**config.mk**
```make
export PLATFORM = sky130hd
export DESIGN_NAME = instr_fetch_ctrl
export DESIGN_NICKNAME = d
export VERILOG_FILES = /design/src/rtl/instr_fetch_ctrl_pkg.sv /design/src/rtl/instr_fetch_ctrl_pc_unit.sv /design/src/rtl/instr_fetch_ctrl.sv
export SDC_FILE = /design/constraint.sdc
export NUM_CORES = 1
export LEC_CHECK = 0
export ABC_AREA = 1
export CELL_PAD_IN_SITES_DETAIL_PLACEMENT = 0
export CELL_PAD_IN_SITES_GLOBAL_PLACEMENT = 1
export CORE_MARGIN = 2
export CORE_UTILIZATION = 30
export CTS_BUF_LIST = sky130_fd_sc_hd__clkbuf_8
export DETAILED_ROUTE_END_ITERATION = 16
export GPL_TIMING_DRIVEN = 0
export PLACE_DENSITY = 0.81
export SETUP_SLACK_MARGIN = 0.5
export SLEW_MARGIN = 20
export SYNTH_ARGS = -nofsm -noshare
export SYNTH_HDL_FRONTEND = slang
export SYNTH_SLANG_ARGS = --single-unit
```
**constraint.sdc**
```tcl
create_clock -name clk -period 1.5 [get_ports clk]
set_input_delay 0.3 -clock clk [delete_from_list [all_inputs] [get_ports clk]]
set_output_delay 0.3 -clock clk [all_outputs]
set_load 0.02 [all_outputs]
```
**src/rtl/instr_fetch_ctrl_pkg.sv**
```systemverilog
`default_nettype none
// +------------------------------------------------------------------+
// | instr_fetch_ctrl_pkg: state encodings and opcodes shared by the   |
// | controller and the decoder.                                       |
// | Rev 1.0                                                           |
// +------------------------------------------------------------------+
package instr_fetch_ctrl_pkg;

    // STATE_FIELDS must match the decoder's capture constant.
    typedef enum logic [2:0] {
        STATE_FETCH  = 3'd0,
        STATE_FIELDS = 3'd1,
        STATE_READ   = 3'd2,
        STATE_EXEC   = 3'd3,
        STATE_MEM    = 3'd4,
        STATE_WB     = 3'd5,
        STATE_HALT   = 3'd7
    } state_e;

    localparam logic [5:0] HALT_OPCODE = 6'h3F;

endpackage
`default_nettype wire

```
**src/rtl/instr_fetch_ctrl_pc_unit.sv**
```systemverilog
`default_nettype none
// +------------------------------------------------------------------+
// | pc_unit: program counter with reset load, hold, increment and     |
// | branch load.                                                      |
// | Rev 1.0                                                           |
// +------------------------------------------------------------------+
module pc_unit #(
    parameter int                     PC_WIDTH = 8,
    parameter logic [PC_WIDTH-1:0]    RESET_PC = '0
) (
    input  logic                clk,
    input  logic                rst,
    input  logic                upd_en_i,
    input  logic                sel_branch_i,
    input  logic [PC_WIDTH-1:0] target_i,
    output logic [PC_WIDTH-1:0] pc_o
);

    logic [PC_WIDTH-1:0] pc_q;
    logic [PC_WIDTH-1:0] pc_d;

    always_comb begin
        pc_d = pc_q;
        if (upd_en_i) begin
            pc_d = sel_branch_i ? target_i : pc_q + PC_WIDTH'(1);
        end
    end

    always_ff @(posedge clk) begin
        if (rst) begin
            pc_q <= RESET_PC;
        end else begin
            pc_q <= pc_d;
        end
    end

    assign pc_o = pc_q;

endmodule
`default_nettype wire

```
**src/rtl/instr_fetch_ctrl.sv**
```systemverilog
`default_nettype none
// +------------------------------------------------------------------+
// | instr_fetch_ctrl: multi-cycle controller FSM, instruction fetch,  |
// | instruction latch and retire counter.                             |
// | Rev 1.0                                                           |
// +------------------------------------------------------------------+
module instr_fetch_ctrl
    import instr_fetch_ctrl_pkg::*;
#(
    parameter int                     PC_WIDTH = 8,
    parameter logic [PC_WIDTH-1:0]    RESET_PC = '0
) (
    input  logic                clk,
    input  logic                rst,
    input  logic                stall,
    output logic                imem_req,
    output logic [PC_WIDTH-1:0] imem_addr,
    input  logic [31:0]         imem_rdata,
    input  logic                imem_ack,
    input  logic                branch_taken,
    input  logic [PC_WIDTH-1:0] branch_target,
    output logic [2:0]          state,
    output logic [31:0]         instruction,
    output logic [PC_WIDTH-1:0] pc,
    output logic                halted,
    output logic [15:0]         retired
);

    state_e      state_q, state_d;
    logic [31:0] instr_q, instr_d;
    logic [15:0] retired_q, retired_d;
    logic        pc_upd;
    logic        pc_sel_branch;

    always_comb begin
        state_d       = state_q;
        instr_d       = instr_q;
        retired_d     = retired_q;
        pc_upd        = 1'b0;
        pc_sel_branch = 1'b0;
        case (state_q)
            STATE_FETCH: begin
                if (!stall && imem_ack) begin
                    instr_d = imem_rdata;
                    state_d = STATE_FIELDS;
                end
            end
            STATE_FIELDS: begin
                if (!stall) begin
                    state_d = (instr_q[31:26] == HALT_OPCODE) ? STATE_HALT : STATE_READ;
                end
            end
            STATE_READ: begin
                if (!stall) state_d = STATE_EXEC;
            end
            STATE_EXEC: begin
                // Branch inputs are only honoured on the unstalled cycle.
                if (!stall) begin
                    pc_upd        = 1'b1;
                    pc_sel_branch = branch_taken;
                    state_d       = STATE_MEM;
                end
            end
            STATE_MEM: begin
                if (!stall) state_d = STATE_WB;
            end
            STATE_WB: begin
                if (!stall) begin
                    retired_d = retired_q + 16'd1;
                    state_d   = STATE_FETCH;
                end
            end
            STATE_HALT: begin
                state_d = STATE_HALT;
            end
            default: begin
                state_d = STATE_FETCH;
            end
        endcase
    end

    always_ff @(posedge clk) begin
        if (rst) begin
            state_q   <= STATE_FETCH;
            instr_q   <= '0;
            retired_q <= '0;
        end else begin
            state_q   <= state_d;
            instr_q   <= instr_d;
            retired_q <= retired_d;
        end
    end

    pc_unit #(
        .PC_WIDTH (PC_WIDTH),
        .RESET_PC (RESET_PC)
    ) u_pc_unit (
        .clk          (clk),
        .rst          (rst),
        .upd_en_i     (pc_upd),
        .sel_branch_i (pc_sel_branch),
        .target_i     (branch_target),
        .pc_o         (pc)
    );

    assign imem_req    = (state_q == STATE_FETCH) && !stall && !rst;
    assign imem_addr   = pc;
    assign state       = state_q;
    assign instruction = instr_q;
    assign retired     = retired_q;
    assign halted      = (state_q == STATE_HALT);

endmodule
`default_nettype wire

```
# Word level (Yosys, flattened, before mapping)
# Index checks and enable logic that the tools add are counted.
[totals] regBits=59 input_bits=45 output_inout_bits=69 wordCells=42
[classes] addsub=2 eq_ne=13 muxes=13 bitwise_logic=1 n_reduce_logical=9
[op_table] operator="$mux W3" count=7
[op_table] operator="$pmux W3 S7" count=1
[op_table] operator="$add A16 B1 Y16 const B" count=1
[op_table] operator="$ne A2 B2 Y1 const B" count=6
[op_table] operator="$eq A3 B3 Y1 const B" count=3
[op_table] operator="$add A8 B1 Y8 const B" count=1
[op_table] operator="$mux W8" count=1
[op_table] operator="$eq A3 B2 Y1 const B" count=2
[op_table] operator="$eq A6 B6 Y1 const B" count=1
[op_table] operator="$reduce_and A6 Y1" count=1
[op_table] operator="$mux W1" count=4
[op_table] operator="$reduce_and A2 Y1" count=2
[op_table] operator="$eq A3 B1 Y1 const B" count=1
[op_table] operator="$logic_and A1 B1 Y1" count=3
[op_table] operator="$logic_not A3 Y1" count=1
[op_table] operator="$logic_not A1 Y1" count=2
[op_table] operator="$not A1 Y1" count=1

# Logic depth before layout (Yosys ltp)
[logic_depth] depth_word=4 mapped_depth=9 mapped_depth_nobuf=9

# Cells and area by module
# Synthesis repeated with hierarchy kept, for this count alone.
[hier_totals] cells_unflattened=382 area_unflattened_um2=2712.6
[by_module_without_submodules] mod="instr_fetch_ctrl" n_inst=1 cells_per_inst=307 area_each_um2=2228.4 seq_area_each_um2=1021.0
[by_module_without_submodules] mod="pc_unit" n_inst=1 cells_per_inst=75 area_each_um2=484.2 seq_area_each_um2=160.2

# Worst setup path after synthesis
# No wires, ideal clock.
[synth_timing] kind="reg-to-output" startpoint="reg state_q[0], in the netlist state[0]" endpoint="out imem_req" arrival_time_ns=1.226 required_time_ns=1.200 slack_ns=-0.026 path_stages_with_launch=6 path_buffers=0 path_cell_list="dfxtp_1 > nor2_2 > inv_2 > nor2_4 > inv_2 > nor3_1"
[synth_via] elab_chain_cells=3
[synth_rtl] item="start: declaration" line_no="instr_fetch_ctrl.sv:29" text="state_e state_q, state_d;"
[synth_rtl] item="start signal: assignment" line_no="instr_fetch_ctrl.sv:88" text="state_q <= state_d;"
[synth_rtl] item="$logic_not A3 Y1" line_no="instr_fetch_ctrl.sv:106" text="assign imem_req = (state_q == STATE_FETCH) && !stall && !rst;"
[synth_rtl] item="$logic_and A1 B1 Y1 (2 in a row)" line_no="instr_fetch_ctrl.sv:106"
[synth_rtl] item="end: declaration" line_no="instr_fetch_ctrl.sv:16" text="output logic imem_req,"
# Every way passes these cells.

# Worst setup path after layout
[layout_timing] startpoint="reg state_q[1], in the netlist state[1]" endpoint="out imem_req"
# The elaborated chain is that of the path after synthesis.

==> results.json <==
{
  "crit_chain": "nor2_4 > inv_2 > nor2_4 > inv_4 > nor3_4 > buf_6",
  "fmax_mhz": 626,
  "drt-wirelength-per-cell_um": 13.6,
  "violations": "negative setup slack",
  "grt_use_total": 0.185,
  "viasPerCell": 4.69,
  "dp_slack_ps": -960,
  "synth_top_family_by_area": "simple AND/OR/NAND/NOR gates",
  "dpl.hpwl_um": 5740,
  "area_growth_syn_to_layout_pct": 109,
  "drtPass1Iterations": 4,
  "rsz0062_at_grt": "true",
  "tightest_slew_ps": 683,
  "tns_ps": -914,
  "antennaDiodeCount": 0,
  "cpMostUsedCell": "nor2_4",
  "drt_iter0_drc": 90,
  "clockBufferDepth": 2,
  "antenna_found_initial": 0,
  "grt_max_degree": 11,
  "syn_area_per_cell_um2": 7.12,
  "syn_inst": 383,
  "routabilityCongestion": 0.747,
  "async_flop_share": 0,
  "yosysTopAreaCell": "dfxtp_1",
  "synth_xor_area_frac": 0.00321,
  "numPortBuffers": 112,
  "yosysMostFrequentCell": "nor2_1",
  "slowest_stage": "dfxtp_4",
  "rows": 34,
  "grt_pass1_wl_um": 14700,
  "slew_viol_final": 0,
  "wl_um": 9530,
  "leakage_nw": 2.53,
  "outcome": "complete, but fails checks",
  "layout_setup_ws_ps": -96.5,
  "synth_warnings": 0,
  "fin_skew_ps": 5.03,
  "cpPeakStageDelay_ps": 350,
  "synth_seq_cells": 59,
  "ctsHoldBuffers": 0,
  "yosys.area_share.simple": 0.297,
  "synth-main-ff-cell": "dfxtp_1",
  "netlist_top_cells_count": "nor2_1, dfxtp_1, nand2_1",
  "die-area_um2": 9870,
  "insertion_delay_ps": 340,
  "grt_overflow": 0,
  "p_per_area_nw_per_um2": 859,
  "drv_cap": 0,
  "clk_pin_slew_worst_paths_ps": 60,
  "syn_nets": 430,
  "setup_viol": 31,
  "num_vias": 3279,
  "arrival_ps": 1300,
  "nets": 633,
  "drive_above_1_share": 0.574,
  "post-route-period-util": 1.06,
  "yosysSeqAreaShare": 0.433,
  "cts_buffers": 9,
  "finalCriticalPeriod_ps": 1600,
  "min_path_type": "primary input to register",
  "start_kind": "register",
  "critPathKind": "register to primary output",
  "core_um2": 8760,
  "cts_tree": "yes",
  "die_y_um": 99.3,
  "dieWidth_um": 99.3,
  "drc_errors": 0,
  "cts_root_buf": "clkbuf_8",
  "ant_nets": 0,
  "synth_area_um2": 2730,
  "ir_drop_mv": 0.510,
  "crit_fanout": 2,
  "cp_top_family": "flip-flops",
  "synth_edf_count": 0,
  "final_util": 0.649,
  "hold_viol": 0,
  "cp-end-kind": "primary output",
  "first_global_vias": 3153,
  "synth.distinct_cells": 31,
  "initial_core_util": 0.311,
  "yosys-top-cells-area": "dfxtp_1, nor2_1, nand2_1, o21ai_1, inv_1",
  "cts.sink_count": 59,
  "cp_data_required_time_ps": 1200,
  "synth-compound-area-share": 0.151,
  "relSlewSlack": 0.545,
  "h-tree-depth": 3,
  "io_pins": 114,
  "synthMuxAreaShare": 0,
  "post-synth-top-area-fraction": 0.433,
  "synthAdderAreaFrac": 0.00918,
  "critPathBufInv": 3
}
==> metrics by stage <==
stage / power (mW) / instances / area [um2] / hold slack (ps)
final: 4.89 / 699 / 5690 / 312
after global routing: 5.08 / 699 / 5690 / 328
after CTS: 4.68 / 665 / 5180 / 299
after detailed placement: 2.58 / 603 / 4110 / 466
after global placement: 2.57 / 603 / 4110 / 463
after floorplan: 2.19 / 383 / 2860 / 368
==> layout make-up <==
type / instances / area, um2
Clock buffer: 10 / 138
Inverter: 37 / 161
Fill cell: 729 / 3070
Timing Repair Buffer: 192 / 2020
Multi-Input combinational cell: 265 / 1600
Tap cell: 108 / 135
Buffer: 22 / 238
Clock inverter: 6 / 104
Sequential cell: 59 / 1290
==> tightest hold or removal path, cell delays in order <==
cell,delay [ps]
buf_2,170
nand2_1,80
a31oi_1,70
==> cell usage in the layout (no fill, tap or decap), types with 13 or more instances in the layout <==
cell / synthesis / routed
inv_1: 31 / 28
buf_6: 1 / 99
nor2_1: 94 / 81
clkdlybuf4s50_1: 0 / 41
dfxtp_4: 0 / 16
nand2_1: 55 / 47
o21ai_2: 0 / 35
dfxtp_2: 0 / 43
o21ai_1: 31 / 13
buf_4: 15 / 51
==> worst paths after layout <==
path / start / to / slack (ps) / depth (start not counted)
setup reg to reg: state[1]$_SDFFE_PP0P_ / instruction[19]$_SDFFE_PP0P_ / -60 / 10
hold / removal: branch_taken / u_pc_unit.pc_o[0]$_SDFFE_PP0P_ / 310 / 3
hold reg to reg: instruction[17]$_SDFFE_PP0P_ / instruction[17]$_SDFFE_PP0P_ / 500 / 2
setup / recovery: state[1]$_SDFFE_PP0P_ / imem_req / -100 / 6
==> repair_timing <==
item | CTS | global route
gates resized for setup | 543 | 67
setup endpoints to repair | 128 | 128
setup buffers | 40 | 34
cloned | 6 | 0
pin swaps | 19 | 39
==> sequential cells by signal, indices dropped and copies added (netlist names) <==
name and flops:
retired 16, u_pc_unit.pc_o 8, instruction 32, state 3
==> where the power goes <==
group          total, mW  internal, mW  switching (mW)
Clock               1.79          1.14           0.649
Sequential          1.74          1.66          0.0828
Combinational       1.36         0.765           0.591
==> cell families after synthesis <==
group	after synthesis
flops	59
xor+xnor	1
buf+inv	59
fa+ha+maj	2
compound gates	78
simple gates	184
==> per-layer routing <==
metal  global-route usage  wire length (um)  share of wire  vias to the layer above
met5                    0                 0              0                        -
met4               0.0632               125          0.013                        0
met3               0.0822               886          0.093                       10
met2                0.310              4690           0.49                      105
met1                0.210              3820           0.40                     1526
li1                     -                 -              -                     1638
Note: power is estimated with default switching activity, not from simulation.
